File: src/rtl/timer_seq.sv
`default_nettype none
//==============================================================================
// Module      : timer_seq
// Description : Interval sequencer for a TIMER instance. Holds a table of up
//               to DEPTH interval values and plays them back in order, one
//               TIMER run per entry, optionally looping until stopped.
//
// Parameters  : DEPTH - table entries (power of 2, >= 2)
//               VW    - interval value width (matches TIMER value port)
//               AW    - table address width, log2(DEPTH)
//
// Ports       : clk, rst_n          - clock, asynchronous active-low reset
//               wr_en/wr_addr/wr_data - table write port (any state)
//               len, loop           - pass length / repeat flag, sampled on start
//               start, stop         - single-cycle sequence control pulses
//               tmr_enbl, tmr_value - drive the TIMER enbl / value inputs
//               tmr_done            - TIMER done input
//               busy                - sequence active (LOAD or RUN)
//               step                - index of the current entry
//               step_pulse          - 1-cycle pulse when an entry expires
//               seq_done            - 1-cycle pulse when a non-loop pass ends
//               loop_cnt            - completed-pass counter (optional)
//
// Build option: TIMER_SEQ_LOOPCNT_EN - when defined, adds the loop_cnt
//               output and its saturating 16-bit pass counter.
//
// Revision    : 1.0 - initial release
//==============================================================================
module timer_seq #(
    parameter int DEPTH = 8,
    parameter int VW    = 32,
    parameter int AW    = 3
) (
    input  logic          clk,
    input  logic          rst_n,
    input  logic          wr_en,
    input  logic [AW-1:0] wr_addr,
    input  logic [VW-1:0] wr_data,
    input  logic [AW:0]   len,
    input  logic          loop,
    input  logic          start,
    input  logic          stop,
    output logic          tmr_enbl,
    output logic [VW-1:0] tmr_value,
    input  logic          tmr_done,
    output logic          busy,
    output logic [AW-1:0] step,
    output logic          step_pulse,
    output logic          seq_done
`ifdef TIMER_SEQ_LOOPCNT_EN
    ,
    output logic [15:0]   loop_cnt
`endif
);

    localparam logic [1:0]    c_ST_IDLE   = 2'd0;
    localparam logic [1:0]    c_ST_LOAD   = 2'd1;
    localparam logic [1:0]    c_ST_RUN    = 2'd2;
    localparam logic [AW:0]   c_DEPTH_LEN = (AW+1)'(DEPTH);
    localparam logic [AW:0]   c_LEN_ONE   = (AW+1)'(1);
    localparam logic [AW-1:0] c_STEP_ONE  = AW'(1);

    logic [1:0]    r_state;
    logic [1:0]    w_next_state;
    logic [AW-1:0] r_step;
    logic [AW:0]   r_len;
    logic          r_loop;
    logic [VW-1:0] r_tmr_value;
    logic          r_step_pulse;
    logic          r_seq_done;
    logic [VW-1:0] r_table [DEPTH];

    logic          w_start_ok;
    logic          w_expire;
    logic          w_last;
    logic [AW:0]   w_len_clamp;

    // stop dominates both start and tmr_done
    assign w_start_ok  = start && !stop && (len != '0);
    assign w_expire    = (r_state == c_ST_RUN) && tmr_done && !stop;
    assign w_last      = (({1'b0, r_step} + c_LEN_ONE) == r_len);
    assign w_len_clamp = (len > c_DEPTH_LEN) ? c_DEPTH_LEN : len;

    // Interval table: not reset; a write to the running entry is only seen
    // at that entry's next LOAD because tmr_value is a registered copy.
    always_ff @(posedge clk) begin
        if (wr_en) begin
            r_table[wr_addr] <= wr_data;
        end
    end

    // State register
    always_ff @(posedge clk or negedge rst_n) begin
        if (!rst_n) begin
            r_state <= c_ST_IDLE;
        end else begin
            r_state <= w_next_state;
        end
    end

    // Next-state logic
    always_comb begin
        w_next_state = r_state;
        case (r_state)
            c_ST_IDLE: begin
                if (w_start_ok) begin
                    w_next_state = c_ST_LOAD;
                end
            end
            c_ST_LOAD: begin
                w_next_state = stop ? c_ST_IDLE : c_ST_RUN;
            end
            c_ST_RUN: begin
                if (stop) begin
                    w_next_state = c_ST_IDLE;
                end else if (tmr_done) begin
                    w_next_state = (w_last && !r_loop) ? c_ST_IDLE : c_ST_LOAD;
                end
            end
            default: begin
                w_next_state = c_ST_IDLE;
            end
        endcase
    end

    // State-decoded outputs; enbl follows the state register so an async
    // reset drops it immediately, and LOAD gives the TIMER one low cycle.
    always_comb begin
        tmr_enbl = (r_state == c_ST_RUN);
        busy     = (r_state != c_ST_IDLE);
    end

    // Step index, latched pass configuration, value register, pulses
    always_ff @(posedge clk or negedge rst_n) begin
        if (!rst_n) begin
            r_step       <= '0;
            r_len        <= '0;
            r_loop       <= 1'b0;
            r_tmr_value  <= '0;
            r_step_pulse <= 1'b0;
            r_seq_done   <= 1'b0;
        end else begin
            r_step_pulse <= 1'b0;
            r_seq_done   <= 1'b0;
            case (r_state)
                c_ST_IDLE: begin
                    if (w_start_ok) begin
                        r_step <= '0;
                        r_len  <= w_len_clamp;
                        r_loop <= loop;
                    end
                end
                c_ST_LOAD: begin
                    r_tmr_value <= r_table[r_step];
                end
                c_ST_RUN: begin
                    if (w_expire) begin
                        r_step_pulse <= 1'b1;
                        if (!w_last) begin
                            r_step <= r_step + c_STEP_ONE;
                        end else if (r_loop) begin
                            r_step <= '0;
                        end else begin
                            // step keeps the last index after a finished pass
                            r_seq_done <= 1'b1;
                        end
                    end
                end
                default: begin
                end
            endcase
        end
    end

    assign step       = r_step;
    assign tmr_value  = r_tmr_value;
    assign step_pulse = r_step_pulse;
    assign seq_done   = r_seq_done;

`ifdef TIMER_SEQ_LOOPCNT_EN
    logic [15:0] r_loop_cnt;

    // Counts final-entry expiries in loop and non-loop mode, saturating.
    always_ff @(posedge clk or negedge rst_n) begin
        if (!rst_n) begin
            r_loop_cnt <= '0;
        end else if ((r_state == c_ST_IDLE) && w_start_ok) begin
            r_loop_cnt <= '0;
        end else if (w_expire && w_last && (r_loop_cnt != 16'hFFFF)) begin
            r_loop_cnt <= r_loop_cnt + 16'd1;
        end
    end

    assign loop_cnt = r_loop_cnt;
`endif

endmodule
`default_nettype wire

File: config.mk
export PLATFORM = sky130hd
export DESIGN_NAME = timer_seq
export DESIGN_NICKNAME = d
export VERILOG_FILES = /design/src/rtl/timer_seq.sv
export SDC_FILE = /design/constraint.sdc
export NUM_CORES = 1
export LEC_CHECK = 0
export BUFFER_PORTS_ARGS = -buffer_cell sky130_fd_sc_hd__buf_2
export CAP_MARGIN = 20
export CORE_MARGIN = 3
export CORE_UTILIZATION = 54
export CTS_CLUSTER_SIZE = 14
export DETAILED_ROUTE_END_ITERATION = 12
export HOLD_SLACK_MARGIN = 0.03
export PLACE_DENSITY = 0.86
export SYNTH_ARGS = -nofsm -noshare
export SYNTH_HDL_FRONTEND = slang
export SYNTH_SLANG_ARGS = --single-unit
File: constraint.sdc
create_clock -name clk -period 1.65 [get_ports clk]
set_input_delay 0.33 -clock clk [delete_from_list [all_inputs] [get_ports clk]]
set_output_delay 0.33 -clock clk [all_outputs]
set_load 0.05 [all_outputs]
==> out/metrics.csv <==
stage,metric,value,unit
cells_and_area,fill count,1237,
placement,Post-DP HPWL,13400,um
critical_path,CP Class,flip-flop to flip-flop,
drt,Routed Antenna Nets,0,
sta,RSZ-0062 raised after global routing,yes,
synthesis,Post-synth ARST share,14.7,%
synthesis,Yosys cell types,36,
die,I/O Pins,85,
sta,Relative slew margins,72.3,%
die,Die Height,152,um
critical_path,Worst setup EP type,flip-flop,
critical_path,Crit-path slowest cell,mux4_2,
run_status,failing checks,negative setup slack,
synthesis,cell count after synthesis,549,
sta,Fmax,0.558,GHz
cells_and_area,Final nets,732,
global_route,largest net degree at the start of global routing,66,
sta,TNS Setup,-2.69,ns
die,Initial Utilization,55.8,%
synthesis,sequential share of the synthesized area,76.6,%
clocking,H-tree lvl count,1,
pwr,Leak Pwr,5.09,nW
critical_path,cell-by-cell trace of the critical path,buf_12 -> buf_16 -> mux4_2 -> mux2i_4 -> o21ai_1,
drt,drt drc,0,
critical_path,Critical Path Source,step[0]$_DFFE_PN0P_,
sta,Final Hold Fails,0,
synthesis,mapped cell area,11500,sq um
placement,Final Wtd Congestion,0.768,
synthesis,Post-synth EDFFs,256,
critical_path,Critical path destination,tmr_value[2]$_DFFE_PN0N_,
clocking,Worst-path clk slew,0.06,ns
clocking,clk buf depth,3,
critical_path,r2r setup slk,-0.14,ns
drt,final WL,27500,um
die,Die W,152,um
sta,Slew Limit Fails,0,
clocking,root buffer cell,clkbuf_16,
pwr,Tot Pwr,20.7,mW
pwr,power density over the cells,1470,nW/um^2
drt,DRT Pass-1 Iters,5,
global_route,first-pass GRT wire length,39100,um
drt,Routed WL per cell,28.1,um
sta,crit path time final,1.79,ns
critical_path,Crit path depth,5,
cells_and_area,Multi-input gate area,2620,sq um
synthesis,Syn Nets,596,
drt,via/cell ratio,6.22,
cells_and_area,total area of sequential cells,8790,sq um
global_route,total gr overflow,0,
global_route,vias in the first global route,6336,
drt,DR iter-0 viols,541,
worst_hold_path,hold crit path type,input port to flip-flop,
critical_path,Crit path max-delay family,multiplexers,
cells_and_area,final instance area,14100,sq um
critical_path,CP Data Arrival Time,2.22,ns
synthesis,Synth Flop Type,edfxtp_1,
placement,Post-DP Area,12500,sq um
sta,slew at the pin closest to its max-slew limit,0.415,ns
synthesis,top cell type's share of synthesized area,67.0,%
synthesis,YS warnings,0,
clocking,clk_lat worst skew,0.55,ns
sta,worst setup margin,-0.143,ns
run_status,status,"complete, but fails checks",
synthesis,"flops & latches, synth",300,
clocking,CTS Buf Count,29,
die,FP Rows,52,
sta,final setup fails,37,
synthesis,leading area contributor after synthesis,edfxtp_1,
critical_path,CP max FO,9,
flow_run,Max-Cap Viols,0,
clocking,CTS tree,built,
clocking,clock sink total,300,
global_route,initial antenna violation count,5,
cells_and_area,fraction of layout cells with a size suffix above 1,37.9,%
die,Die ar.,23000,sq um
pwr,maximum VDD drop,1110,uV
critical_path,Reg2Reg Capture Point,tmr_value[2]$_DFFE_PN0N_,
critical_path,crit start category,flip-flop,
sta,period utilization,109,%
synthesis,syn avg cell area,20.9,sq um
critical_path,"slowest stage delay, CP",0.57,ns
global_route,total track usage,23.4,%
synthesis,Area contributors post-synth,"edfxtp_1, dfrtp_1, mux4_2",
critical_path,CP required,2.08,ns
cells_and_area,final std cells w/o fill,981,
die,total core area,20600,sq um
drt,vias post-DR,6105,
critical_path,Reg2Reg Depth,5,
cells_and_area,Area growth syn-to-layout,22.5,%
sta,clk_skew,0.0150,ns
placement,placed cells,901,
cells_and_area,"commonest cells after routing, fill and taps aside","edfxtp_1, buf_2, mux4_2, dfrtp_1, nand2_1",
cells_and_area,"commonest non-fill, non-tap cell in the layout",edfxtp_1,
critical_path,CP bufs+invs,2,
placement,Buffers on Ports,84,
cells_and_area,final design utilization,68.4,%
critical_path,R2R Path Start,step[0]$_DFFE_PN0P_,
[per-stage QoR]
step           hold slack (ns)  setup WS, ns
2_1_floorplan           0.0344        -0.135
3_3_place_gp             0.282       -0.0992
3_5_place_dp             0.289        -0.119
4_1_cts                 0.0309       -0.0947
5_1_grt                 0.0442        -0.187
6_report                0.0486        -0.143
[worst min-delay path by stage]
| stage | startpoint | end | slack, ns | cells after the start |
|---|---|---|---|---|
| 6_report | wr_data[4] | r_table[5][4]$_DFFE_PP_ | 0.05 | 1 |
| 2_1_floorplan | rst_n | r_len[0]$_DFFE_PN0P_ | 0.03 | 0 |
| 3_3_place_gp | rst_n | tmr_value[0]$_DFFE_PN0N_ | 0.28 | 1 |
| 3_5_place_dp | rst_n | r_loop$_DFFE_PN0P_ | 0.29 | 1 |
| 5_1_grt | wr_data[4] | r_table[7][4]$_DFFE_PP_ | 0.04 | 1 |
| 4_1_cts | wr_data[12] | r_table[0][12]$_DFFE_PP_ | 0.03 | 1 |
[per-layer routing]
layer	global-route usage (%)	vias up	wire (um)
met3	4.61	72	2240
met1	30.2	3152	9930
met2	39.4	387	14200
li1	-	2490	-
met5	0	-	17
met4	9.93	4	1110
[Yosys cell counts (3+ instances only)]
master,count
edfxtp_1,256
mux4_2,48
dfrtp_1,44
nand2_1,38
o21ai_1,37
mux2i_1,32
mux4_1,16
buf_2,10
clkbuf_1,9
nor2_1,9
inv_1,7
nand2b_1,5
buf_12,4
nand3b_1,3
nor3_1,3
o21ai_2,3
[layout make-up]
type	instances	share of cell area, %
Sequential cell	300	62.5
Multi-Input combinational cell	216	18.6
Timing Repair Buffer	131	8.49
Clock buffer	35	5.46
Tap cell	270	2.40
Clock inverter	19	2.25
Inverter	7	0.187
Antenna cell	3	0.0534
[what timing repair did]
item | CTS | global route
hold buffers | 2 | 0
pin swaps | 3 | 8
setup buffers | 13 | 5
cloned | 2 | 2
resized for setup | 34 | 23
endpoints found under the hold margin | 15 | 0
endpoints found under the setup margin | 35 | 40
[power by group]
| part | switching [mW] | total (mW) | leakage, nW | internal (mW) |
|---|---|---|---|---|
| clock | 2.74 | 7.45 | 0.529 | 4.71 |
| combinational | 2.60 | 3.99 | 1.68 | 1.39 |
| sequential | 0.399 | 9.26 | 2.88 | 8.86 |
[flip-flops by register name (all words and copies together), names as in the netlist]
register,count
step_pulse,1
r_table,256
seq_done,1
step,3
r_state,2
r_loop,1
r_len,4
tmr_value,32
[cells by family after synthesis]
logic type,Yosys count,share of synthesized area [%]
XOR/XNOR,3,0.229
AND/OR/NAND/NOR,70,3.10
buffers and inverters,33,1.89
adder cells (fa/ha/maj),1,0.109
flip-flops,300,76.6
AO/OA/AOI/OAI,45,2.14
multiplexers,97,16.0
(Power assumes the default switching activity.)
